### src/rtl/tdm_demux_8.sv
// rtl/tdm_demux_8.sv - serial TDM frame demultiplexer with sync hunt/lock FSM
module tdm_demux_8 #(
  parameter int NUM_CH = 8,
  parameter int SEL_W  = 3
) (
  input  logic              clk,
  input  logic              rst_n,
  input  logic              din,
  input  logic              din_valid,
  input  logic              frame_sync,
  output logic [NUM_CH-1:0] ch_out,
  output logic              frame_valid,
  output logic [SEL_W-1:0]  slot_sel,
  output logic              locked,
  output logic              sync_err
);

  typedef enum logic [0:0] {
    HUNT   = 1'b0,
    LOCKED = 1'b1
  } state_t;

  localparam logic [SEL_W-1:0] LAST_SLOT = SEL_W'(NUM_CH - 1);
  localparam logic [SEL_W-1:0] SLOT_ONE  = SEL_W'(1);

  state_t            state;
  logic [NUM_CH-1:0] shadow;

  // Locked is a decode of the state flop, so it stays a registered output.
  assign locked = (state == LOCKED);

  // Frame FSM: hunt for sync, then fill shadow slot by slot and publish whole frames.
  always_ff @(posedge clk or negedge rst_n) begin
    if (!rst_n) begin
      state       <= HUNT;
      shadow      <= '0;
      ch_out      <= '0;
      slot_sel    <= '0;
      frame_valid <= 1'b0;
      sync_err    <= 1'b0;
    end else begin
      frame_valid <= 1'b0;
      sync_err    <= 1'b0;
      if (din_valid) begin
        case (state)
          HUNT: begin
            if (frame_sync) begin
              shadow    <= {{(NUM_CH-1){1'b0}}, din};
              slot_sel  <= SLOT_ONE;
              state     <= LOCKED;
            end
          end
          LOCKED: begin
            if (frame_sync && (slot_sel != '0)) begin
              // Sync arrived mid-frame: drop the partial frame and restart at slot 0.
              sync_err  <= 1'b1;
              shadow    <= {{(NUM_CH-1){1'b0}}, din};
              slot_sel  <= SLOT_ONE;
            end else begin
              shadow[slot_sel] <= din;
              if (slot_sel == LAST_SLOT) begin
                // Last slot goes straight into ch_out so no partial frame is ever visible.
                ch_out      <= {din, shadow[NUM_CH-2:0]};
                frame_valid <= 1'b1;
                slot_sel    <= '0;
              end else begin
                slot_sel    <= slot_sel + SLOT_ONE;
              end
            end
          end
          default: begin
            state    <= HUNT;
            slot_sel <= '0;
          end
        endcase
      end
    end
  end

endmodule
### config.mk
export PLATFORM = sky130hd
export DESIGN_NAME = tdm_demux_8
export DESIGN_NICKNAME = d
export VERILOG_FILES = /design/src/rtl/tdm_demux_8.sv
export SDC_FILE = /design/constraint.sdc
export NUM_CORES = 1
export LEC_CHECK = 0
export CORE_UTILIZATION = 53
export DETAILED_ROUTE_END_ITERATION = 6
export PLACE_DENSITY = 0.93
export SLEW_MARGIN = 20
export SYNTH_ARGS = -nofsm -noshare
export SYNTH_HDL_FRONTEND = slang
export SYNTH_SLANG_ARGS = --single-unit
### constraint.sdc
create_clock -name clk -period 2.75 [get_ports clk]
set_input_delay 0.4125 -clock clk [delete_from_list [all_inputs] [get_ports clk]]
set_output_delay 0.4125 -clock clk [all_outputs]
set_load 0.03 [all_outputs]
### Word level (Yosys, flattened, before mapping)

Index checks and enable logic that the tools add are counted.

| storage, ports and cells | value |
|---|---|
| register bits after elaboration | 22 |
| input bits | 5 |
| output and inout bits | 14 |
| logic and storage cells | 37 |

| operators by class | value |
|---|---|
| add/sub/neg operators | 1 |
| order comparisons | 2 |
| eq/ne operators | 2 |
| multiplexer cells | 19 |
| bitwise logic cells | 2 |
| reductions and logical operators | 5 |

Operators with widths:

| cell | number |
|---|---|
| two-way mux 8 bit | 2 |
| case mux 8 bit (2 select lines) | 1 |
| two-way mux 1 bit | 10 |
| two-way mux 3 bit | 3 |
| bitwise mux 8 bit | 1 |
| case mux 3 bit (2 select lines) | 1 |
| less-than comparator 3 x 4 -> 1 bit (second input constant) | 1 |
| AND reduction 4 bit | 1 |
| adder 3 x 1 -> 3 bit (second input constant) | 1 |
| demux 1 bit (select 3 bit) | 1 |
| == test 3 bit (second input constant) | 1 |
| greater-or-equal comparator 3 x 1 -> 1 bit (second input constant) | 1 |
| nonzero test 3 bit | 1 |
| logical AND 1 bit | 2 |
| inequality test 2 bit (second input constant) | 1 |
| NOT 1 bit | 2 |
| AND reduction 2 bit | 1 |

### Depth between registers and ports, before layout

| depth | value |
|---|---|
| word-level depth | 7 |
| depth in mapped cells | 6 |
| depth with buffers taken out | 5 |

### Worst setup path after synthesis

OpenSTA, ideal clock, no wires.

| path | value |
|---|---|
| kind | flip-flop to flip-flop |
| start point | reg slot_sel[0] |
| end point | reg shadow[0] |
| library setup time | 125 ps |
| data arrival time | 1,704 ps |
| data required time | 2,625 ps |
| path slack | 921 ps |
| stages on the path, launching flop included | 7 |
| path buffers | 1 |
| period minus slack after synthesis | 1,829 ps |
| path through | dfrtp_1 inv_1 ha_1 and3b_1 buf_2 o32ai_2 mux2_4 |

| on the way | value |
|---|---|
| word-level cells in the longest chain between the ends | 7 |
| elaborated cells between the ends (all ways) | 10 |
| classes of those cells | 2 x order compare; 5 x mux; 3 x reduce/logical |

RTL lines:

| what | line | RTL |
|---|---|---|
| from (decl) | 13 | `output logic [SEL_W-1:0] slot_sel,` |
| from (signal assigned) | 67 | `slot_sel <= slot_sel + SLOT_ONE;` |
| less-than comparator 3 x 4 -> 1 bit (not written as such) or greater-or-equal comparator 3 x 1 -> 1 bit (tied branches) | 60 | `shadow[slot_sel] <= din;` |
| logical AND 1 bit (not written as such) | 60 |  |
| two-way mux 1 bit (not written as such) | 60 |  |
| demux 1 bit (select 3 bit) | 60 |  |
| bitwise mux 8 bit | 60 |  |
| two-way mux 8 bit (*) | 54 | `if (frame_sync && (slot_sel != '0)) begin` |
| case mux 8 bit (2 select lines) (*) | 45 | `case (state)` |
| to (signal assigned) | 48 | `shadow <= {{(NUM_CH-1){1'b0}}, din};` |
| to (signal assigned) | 57 | `shadow <= {{(NUM_CH-1){1'b0}}, din};` |
| to (signal, indexed assignment) | 60 |  |
| to (decl) | 27 | `logic [NUM_CH-1:0] shadow;` |

Mark *: on every way between the ends. The rest lies on a longest branch, timed or not.
A chain may end at the register's enable or synchronous reset.

### Final worst setup path

| path | value |
|---|---|
| start point | reg state (netlist: locked) |
| end point | out locked |

RTL lines:

| what | line | RTL |
|---|---|---|
| from (decl) | 26 | `state_t state;` |
| from (signal assigned) | 35 | `state <= HUNT;` |
| from (signal assigned) | 50 | `state <= LOCKED;` |
| from (signal assigned) | 72 | `state <= HUNT;` |
| to (decl) | 14 | `output logic locked,` |

No word-level cell between the ends.

==> results summary <==
The flow ran to the end, and the final reports show no timing, DRC or antenna violations. The clock edge transition at the registers on the reported setup and hold paths is 0.12 ns. Input and output buffers added on the ports amount to 18. On the final layout, the worst clock skew is 0.00733 ns.

The hold path depth is 1. Synthesis produced 79 cells. The shortest period the worst path allows is 2.01 ns. The post-CTS setup repair buffer count is 0.

The clock latency reported for the late side of the worst-skew pair came out at 0.29 ns. The overall fraction of global-route tracks in use came out at 17.9%. The maximum fanout along the worst path came out at 10. The number of gates on the worst path with buffers counted is 1. The start-to-end type of the worst setup path is flop to primary output. The final worst-path cycle share is 73.2%. Entering global routing, the biggest net connects 22 pins. The buffer levels on the longest clock path came out at 2. The die width is 45.5 um. The overall power came out at 1.09 mW. After clock tree synthesis, the flow added hold-fix buffers numbering 0. The max-cap check violation count is 0. 19 I/O pins were placed. The number of cell instances on the worst register-to-register path came out at 5. In this run, post-CTS repair resized a total of 0 instances. The remaining antenna violation count after routing came out at 0. Power spread over the standard cell area amounts to 888 nW/um2. In this run, synthesis inferred 0 flip-flops with an integrated enable. The standby leakage power came out at 0.531 nW. On the worst path, the slowest cell contributes a delay of 0.74 ns. The detailed-route wire length is 1690 um. Setup violations remaining at the end of the flow were counted as 0. The maximum clock frequency is 496 MHz. The worst path buffer plus inverter count is 1. After detailed routing, the number of remaining DRC violations is 0. The number of design-rule violations left by the first detailed-router iteration is 4. For the pin with the worst max-slew slack, the measured transition is 0.903 ns. For this run, the leading register cell type out of synthesis is dfrtp_1.

On the critical path, the stage with the largest delay is an instance of clkdlybuf4s50_1. After detailed routing, the number of vias per cell comes to 5.48. Clock tree synthesis selected as its root buffer the cell clkbuf_4. The post-detailed-placement half-perimeter wirelength is 1260 um. The total count of hold-check failures in the final report is 0.

The average wire length per cell after detail routing is 13.7 um. The number of warnings issued by yosys is 0. The post-layout worst setup margin came out at 0.736 ns. The number of rows created at floorplan is 15. The fraction of final layout cells sized beyond drive strength 1 came out at 20.4%.

Dividing the synthesized area by the synthesized cell count gives 12.7 um2. The worst slew margin relative to its limit is 39.6%. The number of nets in the synthesized netlist came out at 87. For the worst setup path, the data required time is 2.34 ns. The number of pins with negative max-slew slack in the final report came out at 0. TritonCTS built the clock tree. The combined area of all synthesized cells came out at 1000 um2. Summed over all layers, the global routing overflow is 0. The starting density of the core came out at 57.3%. The total negative slack is 0 ns. The family with the most delay on the worst path is buffers and inverters. The area growth from synthesis to layout is 22.1%.

The area share of the largest cell type after synthesis came out at 52.5%. The weighted congestion at the end of routability-driven global placement came out at 0.838. The number of nets at the end of the flow came out at 107. VDD sags by at most 0.000608 V. The critical path goes through clkdlybuf4s50_1. In this run the number of H-tree levels came out at 1. The post-synthesis sequential element count is 21.

STA puts the critical path data arrival time at 1.60 ns. The floorplan die height came out at 45.5 um. The first global-routing pass estimated 2690 um of wire. The final antenna diode count came out at 0. Setup repair after global routing left no endpoint under its margin. The number of antenna violations at the first check in global routing is 0. The via count of the first global-routing pass came out at 629. STA classifies the critical path endpoint as a primary output. The area of the die came out at 2070 um2.

The number of clock sinks seen by CTS is 21. The share of flip-flops with an asynchronous set or reset came out at 100%. The number of unique standard cell types used by synthesis is 28. The synthesized design spends more area on one cell type than any other, namely dfrtp_1. The number of buffers inserted during clock tree synthesis is 3.

The worst setup path is launched from a flop. The share of the yosys chip area belonging to registers is 52.5%. Prior to clock tree synthesis, the placed netlist has a worst setup slack of 0.721 ns.

The number of detailed-routing iterations run before antenna repair is 3. The core outline area came out at 1750 um2. The tightest min-delay check is of the flop to flop type.

For this run, the share of the core covered by cells in the final layout is 70.0%. The total via count in the routed design came out at 674. By area the synthesized netlist is led by dfrtp_1 (53%), mux2_2 (9.0%), mux2i_1 (7.0%), ha_1 (3.8%), nor4_1 (3.1%).
==> cells in the mapped netlist, types with 2 or more instances <==
cell / number
inv_1: 3
mux2_2: 8
dfrtp_1: 21
o21ai_0: 6
nand2_1: 2
buf_2: 2
nor4_1: 5
nor2_1: 2
ha_1: 3
nor3_1: 2
mux2i_1: 7
nand2b_1: 2
==> area by class of cell <==
cell class,instances,area (um2)
Sequential cell,21,526
Clock buffer,3,22.5
Timing Repair Buffer,18,180
Inverter,3,11.3
Multi-Input combinational cell,52,447
Fill cell,128,523
Clock inverter,1,5.00
Tap cell,25,31.3
==> cell usage in the layout, fill, tap and decap left out, drive strengths merged <==
cell type       n
a211o           1
nand2           2
o21a            1
ha              3
nor2b           1
nand4           1
clkinv          1
dfrtp          21
nor2            2
mux2            9
and3b           1
nand3           2
nor4            5
clkdlybuf4s50  18
or2             1
mux2i           7
o221ai          1
o21ai           7
a21o            1
and4            1
clkbuf          3
nand2b          2
a21oi           1
o32ai           1
nor3            2
inv             3
==> through the flow <==
stage / instances / hold WS (ns) / instance area [um2]
after global placement: 119 / 0.481 / 1190
after floorplan: 79 / 0.117 / 1000
after detailed placement: 119 / 0.489 / 1190
after CTS: 123 / 0.517 / 1220
final: 123 / 0.517 / 1220
after global routing: 123 / 0.540 / 1220
==> sequential cells by signal, summed over array words and instances, names as in the netlist <==
| name | count |
|---|---|
| ch_out | 8 |
| frame_valid | 1 |
| slot_sel | 3 |
| shadow | 7 |
| sync_err | 1 |
| locked | 1 |
==> cells by family after synthesis <==
kind of cell               share of synthesized area (%)
muxes                                               17.5
DFF                                                 52.5
and+or+nand+nor                                     12.1
AOI/OAI and AO/OA                                   11.3
adders and majority gates                           3.75
buffers and inverters                               2.88
==> metal layers <==
layer  global-route usage, %  share of wire (%)
met5                       0                  0
met4                    3.64                  0
met3                    3.17                4.3
met2                    31.7                 49
met1                    22.6                 46
==> worst paths after layout <==
check                                   endpoint  slack, ns                     from
setup reg to reg           ch_out[1]$_DFFE_PN0P_       0.94  slot_sel[0]$_DFFE_PN0P_
setup / recovery                          locked       0.74       locked$_DFFE_PN0P_
max in group asynchronous  ch_out[3]$_DFFE_PN0P_       1.58                    rst_n
hold reg to reg            ch_out[3]$_DFFE_PN0P_       0.52    ch_out[3]$_DFFE_PN0P_
hold / removal             ch_out[3]$_DFFE_PN0P_       0.52    ch_out[3]$_DFFE_PN0P_
min in group asynchronous     locked$_DFFE_PN0P_       0.62                    rst_n
==> power breakdown <==
part / internal [mW] / switching (mW)
logic: 0.218 / 0.262
registers: 0.396 / 0.0710
clock network: 0.0539 / 0.0860
No activity file was read; power rests on OpenSTA's default activity.
